[src/rtl/pipe_ctrl.sv]
// pipe_ctrl -- hazard / pipeline control unit for a five-stage Y86-style pipeline.
//
// Computes stall and bubble controls from the instructions in the Decode,
// Execute and Memory stages. A small RUN / RET / HALT state machine tracks
// the return-address wait and the terminal halted condition.
// All control outputs are combinational from the state register plus the
// current inputs, so they act in the same cycle as the hazard they answer.
//
// Optional feature: define PIPE_CTRL_PERF_EN to add three 32-bit saturating
// performance counters (cyc_cnt, stall_cnt, bubble_cnt). The default build
// leaves the feature out, and the ports and counters are removed entirely.

module pipe_ctrl (
    input  logic        clk,
    input  logic        rst,
    input  logic [3:0]  D_icode,
    input  logic [3:0]  E_icode,
    input  logic [3:0]  M_icode,
    input  logic [3:0]  d_srcA,
    input  logic [3:0]  d_srcB,
    input  logic [3:0]  E_dstM,
    input  logic        e_cnd,
    input  logic [3:0]  m_stat,
    input  logic [3:0]  W_stat,
    output logic        F_stall,
    output logic        D_stall,
    output logic        D_bubble,
    output logic        E_bubble,
    output logic        M_bubble,
    output logic        W_stall,
    output logic        set_cc,
    output logic        halted,
    output logic [1:0]  ret_cnt
`ifdef PIPE_CTRL_PERF_EN
    ,
    output logic [31:0] cyc_cnt,
    output logic [31:0] stall_cnt,
    output logic [31:0] bubble_cnt
`endif
);

    // Instruction codes and status values used by the control logic
    localparam logic [3:0] ICODE_MRMOVL = 4'h5;
    localparam logic [3:0] ICODE_OPL    = 4'h6;
    localparam logic [3:0] ICODE_JXX    = 4'h7;
    localparam logic [3:0] ICODE_RET    = 4'h9;
    localparam logic [3:0] ICODE_POPL   = 4'hB;
    localparam logic [3:0] REG_NONE     = 4'hF;
    localparam logic [3:0] STAT_AOK     = 4'h1;

    // Number of cycles spent waiting for a return address once RET leaves Decode
    localparam logic [1:0] RET_WAIT     = 2'd3;

    typedef enum logic [1:0] {
        ST_RUN  = 2'd0,
        ST_RET  = 2'd1,
        ST_HALT = 2'd2
    } state_t;

    state_t      state_reg;
    logic [1:0]  ret_cnt_reg;

    logic        load_use;
    logic        mispred;
    logic        m_exc;
    logic        w_exc;
    logic        exc;
    logic        ret_entry;

    // The Memory-stage icode carries no hazard information for this control scheme
    logic        unused_m_icode;
    assign unused_m_icode = ^M_icode;

    // Hazard terms decoded from the current pipeline contents
    always_comb begin
        load_use  = ((E_icode == ICODE_MRMOVL) || (E_icode == ICODE_POPL)) &&
                    (E_dstM != REG_NONE) &&
                    ((E_dstM == d_srcA) || (E_dstM == d_srcB));
        mispred   = (E_icode == ICODE_JXX) && !e_cnd;
        m_exc     = (m_stat != STAT_AOK);
        w_exc     = (W_stat != STAT_AOK);
        exc       = m_exc || w_exc;
        // A RET in Decode only starts the wait when nothing of higher priority
        // (exception, mispredict squash, load/use stall) claims this cycle.
        ret_entry = (D_icode == ICODE_RET) && !load_use && !mispred && !exc;
    end

    // State machine: RUN / RET wait countdown / sticky HALT
    always_ff @(posedge clk) begin
        if (rst) begin
            state_reg   <= ST_RUN;
            ret_cnt_reg <= 2'd0;
        end else begin
            case (state_reg)
                ST_RUN: begin
                    if (w_exc) begin
                        state_reg   <= ST_HALT;
                        ret_cnt_reg <= 2'd0;
                    end else if (ret_entry) begin
                        state_reg   <= ST_RET;
                        ret_cnt_reg <= RET_WAIT;
                    end else begin
                        state_reg   <= ST_RUN;
                        ret_cnt_reg <= 2'd0;
                    end
                end
                ST_RET: begin
                    if (w_exc) begin
                        state_reg   <= ST_HALT;
                        ret_cnt_reg <= 2'd0;
                    end else if (ret_cnt_reg <= 2'd1) begin
                        // Last wait cycle (the zero case guards against wrap)
                        state_reg   <= ST_RUN;
                        ret_cnt_reg <= 2'd0;
                    end else begin
                        state_reg   <= ST_RET;
                        ret_cnt_reg <= ret_cnt_reg - 2'd1;
                    end
                end
                ST_HALT: begin
                    // Only reset leaves HALT
                    state_reg   <= ST_HALT;
                    ret_cnt_reg <= 2'd0;
                end
                default: begin
                    state_reg   <= ST_RUN;
                    ret_cnt_reg <= 2'd0;
                end
            endcase
        end
    end

    assign ret_cnt = ret_cnt_reg;

    // Control outputs from current state and hazards, with reset forcing a flush
    always_comb begin
        F_stall  = 1'b0;
        D_stall  = 1'b0;
        D_bubble = 1'b0;
        E_bubble = 1'b0;
        M_bubble = 1'b0;
        W_stall  = 1'b0;
        set_cc   = 1'b0;
        halted   = 1'b0;
        if (rst) begin
            D_bubble = 1'b1;
            E_bubble = 1'b1;
            M_bubble = 1'b1;
        end else begin
            case (state_reg)
                ST_HALT: begin
                    F_stall  = 1'b1;
                    D_stall  = 1'b1;
                    E_bubble = 1'b1;
                    M_bubble = 1'b1;
                    W_stall  = 1'b1;
                    halted   = 1'b1;
                end
                ST_RET: begin
                    F_stall  = 1'b1;
                    // A load/use stall holds Decode instead of bubbling it, so
                    // the two Decode controls are never raised together.
                    D_stall  = load_use;
                    D_bubble = !load_use;
                    E_bubble = mispred || load_use;
                    M_bubble = exc;
                    W_stall  = w_exc;
                    set_cc   = (E_icode == ICODE_OPL) && !exc;
                end
                default: begin
                    // load_use and mispred need different E_icode values, so
                    // D_stall and D_bubble cannot coincide here either.
                    F_stall  = load_use;
                    D_stall  = load_use;
                    D_bubble = mispred;
                    E_bubble = mispred || load_use;
                    M_bubble = exc;
                    W_stall  = w_exc;
                    set_cc   = (E_icode == ICODE_OPL) && !exc;
                end
            endcase
        end
    end

`ifdef PIPE_CTRL_PERF_EN
    // Per-counter increment conditions: every cycle, fetch stall, any bubble
    logic [2:0]  perf_event;
    logic [31:0] perf_cnt [3];

    assign perf_event = {(D_bubble || E_bubble || M_bubble), F_stall, 1'b1};

    generate
        for (genvar gi = 0; gi < 3; gi++) begin : g_perf
            logic [31:0] cnt_reg;

            // Saturating event counter, frozen while halted
            always_ff @(posedge clk) begin
                if (rst) begin
                    cnt_reg <= 32'd0;
                end else if ((state_reg != ST_HALT) && perf_event[gi] &&
                             (cnt_reg != 32'hFFFF_FFFF)) begin
                    cnt_reg <= cnt_reg + 32'd1;
                end
            end

            assign perf_cnt[gi] = cnt_reg;
        end
    endgenerate

    assign cyc_cnt    = perf_cnt[0];
    assign stall_cnt  = perf_cnt[1];
    assign bubble_cnt = perf_cnt[2];
`endif

endmodule

[config.mk]
export PLATFORM = sky130hd
export DESIGN_NAME = pipe_ctrl
export DESIGN_NICKNAME = d
export VERILOG_FILES = /design/src/rtl/pipe_ctrl.sv
export SDC_FILE = /design/constraint.sdc
export NUM_CORES = 1
export LEC_CHECK = 0
export CAP_MARGIN = 20
export CORE_ASPECT_RATIO = 0.9
export CORE_MARGIN = 4
export CORE_UTILIZATION = 25
export CTS_BUF_LIST = sky130_fd_sc_hd__clkbuf_8 sky130_fd_sc_hd__clkbuf_16
export DETAILED_ROUTE_END_ITERATION = 8
export MAX_ROUTING_LAYER = met4
export PLACE_DENSITY = 0.66
export RECOVER_POWER = 25
export SLEW_MARGIN = 20
export SYNTH_ARGS = -nofsm -noshare
export SYNTH_HDL_FRONTEND = slang
export SYNTH_SLANG_ARGS = --single-unit
[constraint.sdc]
create_clock -name clk -period 1.5 [get_ports clk]
set_input_delay 0.15 -clock clk [delete_from_list [all_inputs] [get_ports clk]]
set_output_delay 0.15 -clock clk [all_outputs]
set_load 0.1 [all_outputs]
==> metrics.txt, run 1 <==
wire per inst 14.61 um; vias 685; Area Growth Syn to Fin 168.8%; DRT iter0 DRCs 23; Cell Area, Synth 478.0 um^2; die area 2676 um^2; vias in the first global route 737; CTS HTree Levels 1; Ant. Diodes 0; min cycle time layout 1.699 ns; Area contributors post-synth dfxtp_1 (17%), xor2_1 (15%), ha_1 (10%); Ports 45; core area 1734 um^2; r2r startpoint state_reg[0]; Crit-path slowest cell a311o_2; Yosys reg bits 4; dpl ws -0.6406 ns; Antenna Nets Post-Route 0; switching portion of total power 34.21%; worst-path fanout max 2; DRC 0; end point of the critical path D_bubble; DIE WIDTH 54.09 um; initial antenna violation count 0; top-area cell type share of the netlist area 16.75%; crit end category output pin; Min Hold Slack 0.4746 ns; Critical Path Start d_srcB[0]; nets@finish 156; Hold Violations, Final 0; worst-case vdd ir drop 0.3137 mV; TritonRoute pass-1 iters 4; share of layout cells above drive strength 1 64.35%; Layout Utilization 74.10%; failing checks negative setup slack; Cells after Synth 59; TritonCTS sink count 4; via/cell ratio 4.928; post-synth net total 98; Reg power frac 17.0%; Rows 14; Achievable Freq 0.5886 GHz; clock tree from TritonCTS done; max_slew headroom 63.37%; run status finished with violations; Final WS setup -0.1989 ns; synth unique cells 27; Sw Pwr 0.2234 mW; pin count of the biggest net entering global routing 8; flop-to-flop setup slack 0.14 ns; CTS Buf Count 3; Logic pwr share 48.6%; IO Port Bufs 40; hold_buf cts 0; Clk Latency, worst-skew pair 0.21 ns; Internal Dissipation 0.4297 mW; Arr. time, crit path 1.55 ns; Crit path largest cell delay 0.42 ns; die height 49.48 um; CTS clk-pin slew, worst paths 0.03 ns; Seq/Total Area, Yosys 16.75%; CP Launch Type input pin; reg2reg end state_reg[0]; CTS max path bufs 2; Final GP Congestion 0.7759; worst setup path class input pin to output pin; detailed-placement wirelength estimate 1567 um; R2R cell count 5; Synth warnings 0; Setup Viol. Count Final 5; Routed WL 2031 um; Max Cap Viol 0; fin crit share 113.3%; clock share of power 34.4%; Pleak 0.5584 nW; WP data required 1.35 ns; Yosys top cell by area dfxtp_1; average size of a mapped cell 8.101 um^2; critical path cell sequence buf_2, xor2_2, nor4_2, o2111ai_2, a311o_2, buf_12; fin. max-slew vios 0; first-pass GRT wire length 3132 um; Hold WC Path Type register to register; worst-margin pin slew 0.5518 ns; Initial Utilization 27.56%; GRT Util Overall 15.89%; global route overflow 0; Power per Cell Area 508.3 nW/um^2; Final Skew 0.0001410 ns; RSZ-0062 raised after global routing yes; Root Driver clkbuf_8
[critical path, delay by kind of cell]
kind                   cells  cell delay (ns)
XOR/XNOR                   1             0.17
buffers and inverters      2             0.29
AO/OA/AOI/OAI              2             0.59
AND/OR/NAND/NOR            1             0.34
[Yosys cell counts]
cell type  instances
or4_1              1
nand3_1            3
nand4b_1           1
clkbuf_1           1
o21ai_0            2
dfxtp_1            4
nor3b_1            1
or4b_4             1
o2111a_1           1
ha_1               4
nor2_1             7
nor4b_1            1
o22ai_1            1
nor4bb_1           1
a211oi_1           1
inv_1              4
nand4_1            4
nor3_1             2
nand3b_1           2
xor2_1             8
nor4_2             2
o31ai_1            1
nand2b_1           1
o2111ai_1          1
a311o_1            1
or3b_2             1
a21oi_1            2
[kinds of logic (layout without fill, tap and decap cells)]
| logic type | after synthesis | after routing | share of synthesized area [%] |
|---|---|---|---|
| adder cells (fa/ha/maj) | 4 | 4 | 10.47 |
| AO/OA/AOI/OAI | 10 | 10 | 14.92 |
| buffers and inverters | 5 | 61 | 3.925 |
| AND/OR/NAND/NOR | 28 | 28 | 39.27 |
| flip-flops | 4 | 4 | 16.75 |
| XOR/XNOR | 8 | 8 | 14.66 |
[stage by stage]
stage          instance area (um^2)  setup TNS (ns)  power [mW]  std cells
2_1_floorplan                 530.5          -2.922      0.2405         59
3_3_place_gp                   1162          -4.184      0.3978        136
6_report                       1285         -0.6869      0.6531        139
3_5_place_dp                   1162          -4.485      0.4016        136
5_1_grt                        1285          -1.100      0.6834        139
4_1_cts                        1222         -0.7314      0.6316        139
[cells in the final DEF, fill, tap and decap left out, drive strengths merged, types with 2 or more instances in the layout]
cell type,instances
buf,37
xor2,8
nor2,7
clkbuf,7
clkdlybuf4s50,6
nand4,4
dlygate4sd2,4
inv,4
ha,4
dfxtp,4
dlymetal6s2s,3
nand3,3
nand3b,2
a21oi,2
nor4,2
o21ai,2
nor3,2
[worst min-delay path by stage]
stage                             from      endpoint  cells after the start
final                     state_reg[1]  state_reg[1]                      1
after detailed placement    ret_cnt[0]    ret_cnt[1]                      2
after global placement      ret_cnt[0]    ret_cnt[1]                      2
after global routing         W_stat[2]  state_reg[0]                      6
after CTS                    W_stat[2]  state_reg[1]                      5
after floorplan             D_icode[1]  state_reg[0]                      3
[repair_timing]
action                                  4_1_cts  5_1_grt
pin swaps                                    21       15
endpoints found under the setup margin       11        9
gates resized for setup                      84       27
setup buffers                                 0        1
cloned                                        0        0
[cell type report]
class,count,area (um^2)
multi-input cells,50,574.3
repair buffers,54,536.8
fillers,112,449.2
well taps,24,30.03
flip-flops and latches,4,85.08
inverters,4,17.52
clock buffers,3,41.29
[power groups by stage]
stage / combinational [mW] / sequential (mW) / clock [mW]
detailed placement: 0.289 / 0.113 / 0
finish: 0.318 / 0.111 / 0.225
global placement: 0.285 / 0.112 / 0
CTS: 0.295 / 0.112 / 0.225
global route: 0.336 / 0.111 / 0.236
floorplan: 0.129 / 0.112 / 0
[per-layer routing]
layer	global-route usage [%]	wire, um	part of all wire, %
met5	-	0	0
met4	3.734	0	0
met3	2.108	206	10
met2	28.23	1044	51
met1	18.43	779	38
(Power assumes the default switching activity.)
==> run 2: changes to the inputs <==
--- a/config.mk
+++ b/config.mk
@@ -13,7 +13,6 @@
 export DETAILED_ROUTE_END_ITERATION = 8
 export MAX_ROUTING_LAYER = met4
 export PLACE_DENSITY = 0.66
-export RECOVER_POWER = 25
 export SLEW_MARGIN = 20
 export SYNTH_ARGS = -nofsm -noshare
 export SYNTH_HDL_FRONTEND = slang
==> metrics.txt, run 2 (synthesis gave the netlist of run 1 again) <==
pin count of the biggest net entering global routing 8; Internal Dissipation 0.4296 mW; RSZ-0062 raised after global routing yes; GRT Max-Usage Layer met2; FF/Latch Area 85.08 um^2; TritonCTS sink count 4; crit end category output pin; worst setup path class input pin to output pin; max_slew headroom 78.55%; Initial Utilization 27.56%; Final Skew 0.0002561 ns; Power per Cell Area 495.5 nW/um^2; R2R cell count 5; worst-case vdd ir drop 0.3132 mV; CTS clk-pin slew, worst paths 0.03 ns; worst-path fanout max 2; min cycle time layout 1.698 ns; Arr. time, crit path 1.55 ns; clock tree from TritonCTS done; die area 2676 um^2; detailed-placement wirelength estimate 1567 um; CP delay by family, top compound AO/OA/AOI/OAI gates; Ports 45; initial antenna violation count 0; DRC 0; clock share of power 34.3%; Antenna Nets Post-Route 0; vias in the first global route 737; CTS Buf Count 3; Max Cap Viol 0; wire per inst 14.45 um; nets@finish 156; Area Growth Syn to Fin 175.1%; HP Start W_stat[2]; core area 1734 um^2; Crit-path slowest cell a311o_2; CTS max path bufs 2; CTS HTree Levels 1; Sw Pwr 0.2221 mW; Ant. Diodes 0; r2r startpoint state_reg[0]; Clk Latency, worst-skew pair 0.21 ns; GR Util met2 28.23%; switching portion of total power 34.08%; Bufs and invs on worst path 2; vias 684; Setup Viol. Count Final 5; most common cell after layout, fill and taps aside buf_4; critical path cell sequence buf_2, xor2_2, nor4_2, o2111ai_2, a311o_2, buf_12; reg2reg end state_reg[0]; Root Driver clkbuf_8; hold depth 6; most frequent cells in the layout buf_4 (14), buf_12 (10), buf_2 (8); Crit path largest cell delay 0.42 ns; Rows 14; TritonRoute pass-1 iters 4; Achievable Freq 0.5889 GHz; Logic pwr share 48.7%; run status finished with violations; Hold Violations, Final 0; Pleak 0.5654 nW; first-pass GRT wire length 3132 um; multi-input gate area in the final layout 574.3 um^2; WP data required 1.35 ns; share of layout cells above drive strength 1 64.35%; fin. max-slew vios 0; fillcell total 108; failing checks negative setup slack; Worst Hold Endpoint state_reg[0]; DRT iter0 DRCs 18; DIE WIDTH 54.09 um; Hold WC Path Type input pin to register; Reg power frac 17.0%; die height 49.48 um; IO Port Bufs 40; met3 Track Usage GR 2.108%; via/cell ratio 4.921; flop-to-flop setup slack 0.16 ns; GRT Util Overall 15.89%; global route overflow 0; fin crit share 113.2%; Routed WL 2009 um; met1 Usage GRT 18.43%; Setup TNS -0.6860 ns; Final GP Congestion 0.7759; CP Launch Type input pin; Final WS setup -0.1982 ns; worst-margin pin slew 0.3191 ns; post-route cell area 1315 um^2; DP Area 1162 um^2
==> run 2: cell types whose count changed in the layout (fill, tap and decap cells not counted), sizes merged <==
| cell | previous run | this run |
|---|---|---|
| buf | 37 | 39 |
| clkbuf | 7 | 5 |
==> run 2: worst max-delay path by stage <==
stage	from	endpoint	cells past startpoint
floorplan	W_stat[1]	set_cc	4
global placement	E_dstM[3]	E_bubble	6
detailed placement	E_dstM[1]	D_bubble	6
CTS	d_srcB[1]	D_bubble	6
global route	d_srcB[0]	D_bubble	6
finish	d_srcB[0]	D_bubble	6
==> run 2: area by class of cell <==
cell class                 instances  area share (%)
multi-input combinational         50           43.67
timing repair buffer              54           43.10
clock buffer                       3           3.140
tap                               24           2.284
inverter                           4           1.332
sequential                         4           6.470
==> run 2: per-stage QoR <==
step | hold WS [ns] | power (mW) | cells | setup slack (ns) | util (%)
2_1_floorplan | 0.3578 | 0.2405 | 59 | -0.7220 | -
3_3_place_gp | 0.5218 | 0.3978 | 136 | -0.6285 | 67.03
3_5_place_dp | 0.5347 | 0.4016 | 136 | -0.6406 | 67.03
4_1_cts | 0.4678 | 0.6316 | 139 | -0.2230 | 70.49
5_1_grt | 0.4948 | 0.6834 | 139 | -0.2911 | 75.83
6_report | 0.4704 | 0.6516 | 139 | -0.1982 | 75.83
==> run 2: worst register-to-register path, delay by kind of cell, from the launching register on <==
family,cells,cell delay [ns]
simple gates,2,0.36
flops,1,0.32
compound gates,1,0.22
fa+ha+maj,1,0.20
buf+inv,1,0.14
==> run 2: routing by layer <==
layer	vias up	share of wire, %
li1	333	-
met1	311	38
met2	38	52
met3	2	9.9
met4	0	0.10
met5	-	0
==> run 2: what timing repair did <==
action                                  CTS  global route
pin swaps                                21            15
endpoints found under the hold margin     0             0
setup buffers                             0             1
hold buffers                              0             0
gates resized for setup                  84            27
endpoints found under the setup margin   11             9
==> run 2: power groups by stage <==
stage | clock, mW | sequential (mW) | combinational, mW
2_1_floorplan | 0 | 0.112 | 0.129
3_3_place_gp | 0 | 0.112 | 0.285
3_5_place_dp | 0 | 0.113 | 0.289
4_1_cts | 0.225 | 0.112 | 0.295
5_1_grt | 0.236 | 0.111 | 0.336
6_report | 0.224 | 0.111 | 0.317
==> run 3: changes to the inputs <==
--- a/config.mk
+++ b/config.mk
@@ -5,14 +5,15 @@
 export SDC_FILE = /design/constraint.sdc
 export NUM_CORES = 1
 export LEC_CHECK = 0
-export CAP_MARGIN = 20
+export CELL_PAD_IN_SITES_DETAIL_PLACEMENT = 1
+export CELL_PAD_IN_SITES_GLOBAL_PLACEMENT = 1
 export CORE_ASPECT_RATIO = 0.9
 export CORE_MARGIN = 4
-export CORE_UTILIZATION = 25
+export CORE_UTILIZATION = 19
 export CTS_BUF_LIST = sky130_fd_sc_hd__clkbuf_8 sky130_fd_sc_hd__clkbuf_16
 export DETAILED_ROUTE_END_ITERATION = 8
 export MAX_ROUTING_LAYER = met4
-export PLACE_DENSITY = 0.66
+export PLACE_DENSITY = 0.76
 export SLEW_MARGIN = 20
 export SYNTH_ARGS = -nofsm -noshare
 export SYNTH_HDL_FRONTEND = slang
==> constraint.sdc (replaced) <==
create_clock -name clk -period 1.8 [get_ports clk]
set_input_delay 0.18 -clock clk [delete_from_list [all_inputs] [get_ports clk]]
set_output_delay 0.18 -clock clk [all_outputs]
set_load 0.1 [all_outputs]
==> metrics.txt, run 3 (synthesis gave the netlist of run 1 again) <==
worst-margin pin slew 0.2703 ns; min cycle time layout 1.756 ns; vias 690; Setup Viol. Count Final 0; Area Growth Syn to Fin 162.0%; CTS max path bufs 2; Root Driver clkbuf_8; Pleak 0.5171 nW; Final GP Congestion 0.7532; fin crit share 97.53%; Ports 45; IO Port Bufs 40; critical path cell sequence inv_1, ha_1, nor2_1, a311o_2, buf_12; nets@finish 155; Rows 16; worst-path fanout max 5; global route overflow 0; WP data required 1.62 ns; Routed WL 2239 um; CTS Buf Count 3; TritonCTS sink count 4; Hold WC Path Type register to register; Achievable Freq 0.5696 GHz; RSZ-0062 raised after global routing no; pin count of the biggest net entering global routing 8; Clk Latency, worst-skew pair 0.22 ns; worst-case vdd ir drop 0.4631 mV; Crit path largest cell delay 0.37 ns; vias in the first global route 760; first-pass GRT wire length 3394 um; CTS HTree Levels 1; share of layout cells above drive strength 1 56.14%; Antenna Nets Post-Route 0; Initial Utilization 20.94%; detailed-placement wirelength estimate 1801 um; max_slew headroom 81.84%; Arr. time, crit path 1.58 ns; via/cell ratio 4.894; GRT Util Overall 13.19%; Crit-path slowest cell a311o_2; Ant. Diodes 0; crit end category output pin; fin. max-slew vios 0; Hold Violations, Final 0; CP Launch Type register; Final WS setup 0.04443 ns; fillcell total 246; most frequent cells in the layout buf_4 (16), clkdlybuf4s50_1 (11), buf_12 (9); die height 55.58 um; Setup TNS 0 ns; CTS clk-pin slew, worst paths 0.03 ns; wire per inst 15.88 um; core area 2282 um^2; initial antenna violation count 0; Final Skew 0.005219 ns; Power per Cell Area 434.0 nW/um^2; TritonRoute pass-1 iters 3; Layout Utilization 54.88%; die area 3383 um^2; clock tree from TritonCTS done; worst setup path class register to output pin; DIE WIDTH 60.87 um; DRT iter0 DRCs 6; most common cell after layout, fill and taps aside buf_4; DRC 0; Max Cap Viol 0; dpl ws -0.4137 ns; run status finished, final reports clean
[run 3: cell type report]
cell class / count / area (um^2) / share of cell area (%)
tap: 27 / 33.78 / 2.697
timing repair buffer: 53 / 528.0 / 42.16
multi-input combinational: 50 / 551.8 / 44.06
inverter: 4 / 15.01 / 1.199
clock buffer: 3 / 41.29 / 3.297
sequential: 4 / 82.58 / 6.593
[run 3: worst paths after layout]
check | start | endpoint | slack, ns | cells after the start
setup / recovery | state_reg[1] | D_bubble | 0.04 | 5
hold / removal | state_reg[0] | state_reg[1] | 0.47 | 1
setup reg to reg | state_reg[0] | state_reg[0] | 0.57 | 4
hold reg to reg | state_reg[0] | state_reg[1] | 0.47 | 1
[run 3: per-layer routing]
metal / up-vias / part of all wire [%] / routed length, um / GRT usage, %
met5: - / 0 / 0 / -
met2: 32 / 50 / 1129 / 22.14
met3: 8 / 7.6 / 170 / 1.856
met4: 0 / 2.6 / 59 / 6.502
li1: 328 / - / - / -
met1: 322 / 39 / 878 / 14.82
[run 3: through the flow]
stage,instances,instance area (um^2),total power [mW],hold WS [ns]
2_1_floorplan,59,524.3,0.1994,0.3878
3_5_place_dp,136,1112,0.3315,0.4814
6_report,141,1252,0.5436,0.4706
5_1_grt,141,1252,0.5676,0.4755
3_3_place_gp,136,1112,0.3264,0.4834
4_1_cts,141,1157,0.5209,0.4671
[run 3: worst max-delay path, delay by kind of cell, from the launching register on]
family / cells / cell delay [ns]
AOI/OAI and AO/OA: 1 / 0.37
DFF: 1 / 0.35
adders and majority gates: 1 / 0.32
buffers and inverters: 2 / 0.25
and+or+nand+nor: 1 / 0.06
[run 3: repair_timing]
item                       4_1_cts  5_1_grt
resized for setup               50       29
hold buffers                     0        0
setup endpoints to repair        7        5
pin swaps                       16       13
setup buffers                    2        0
[run 3: report_power, final]
group	internal, mW	switching [mW]	leakage (nW)
Combinational	0.120	0.139	0.462
Clock	0.143	0.0487	0.0216
Sequential	0.0910	0.00171	0.0331
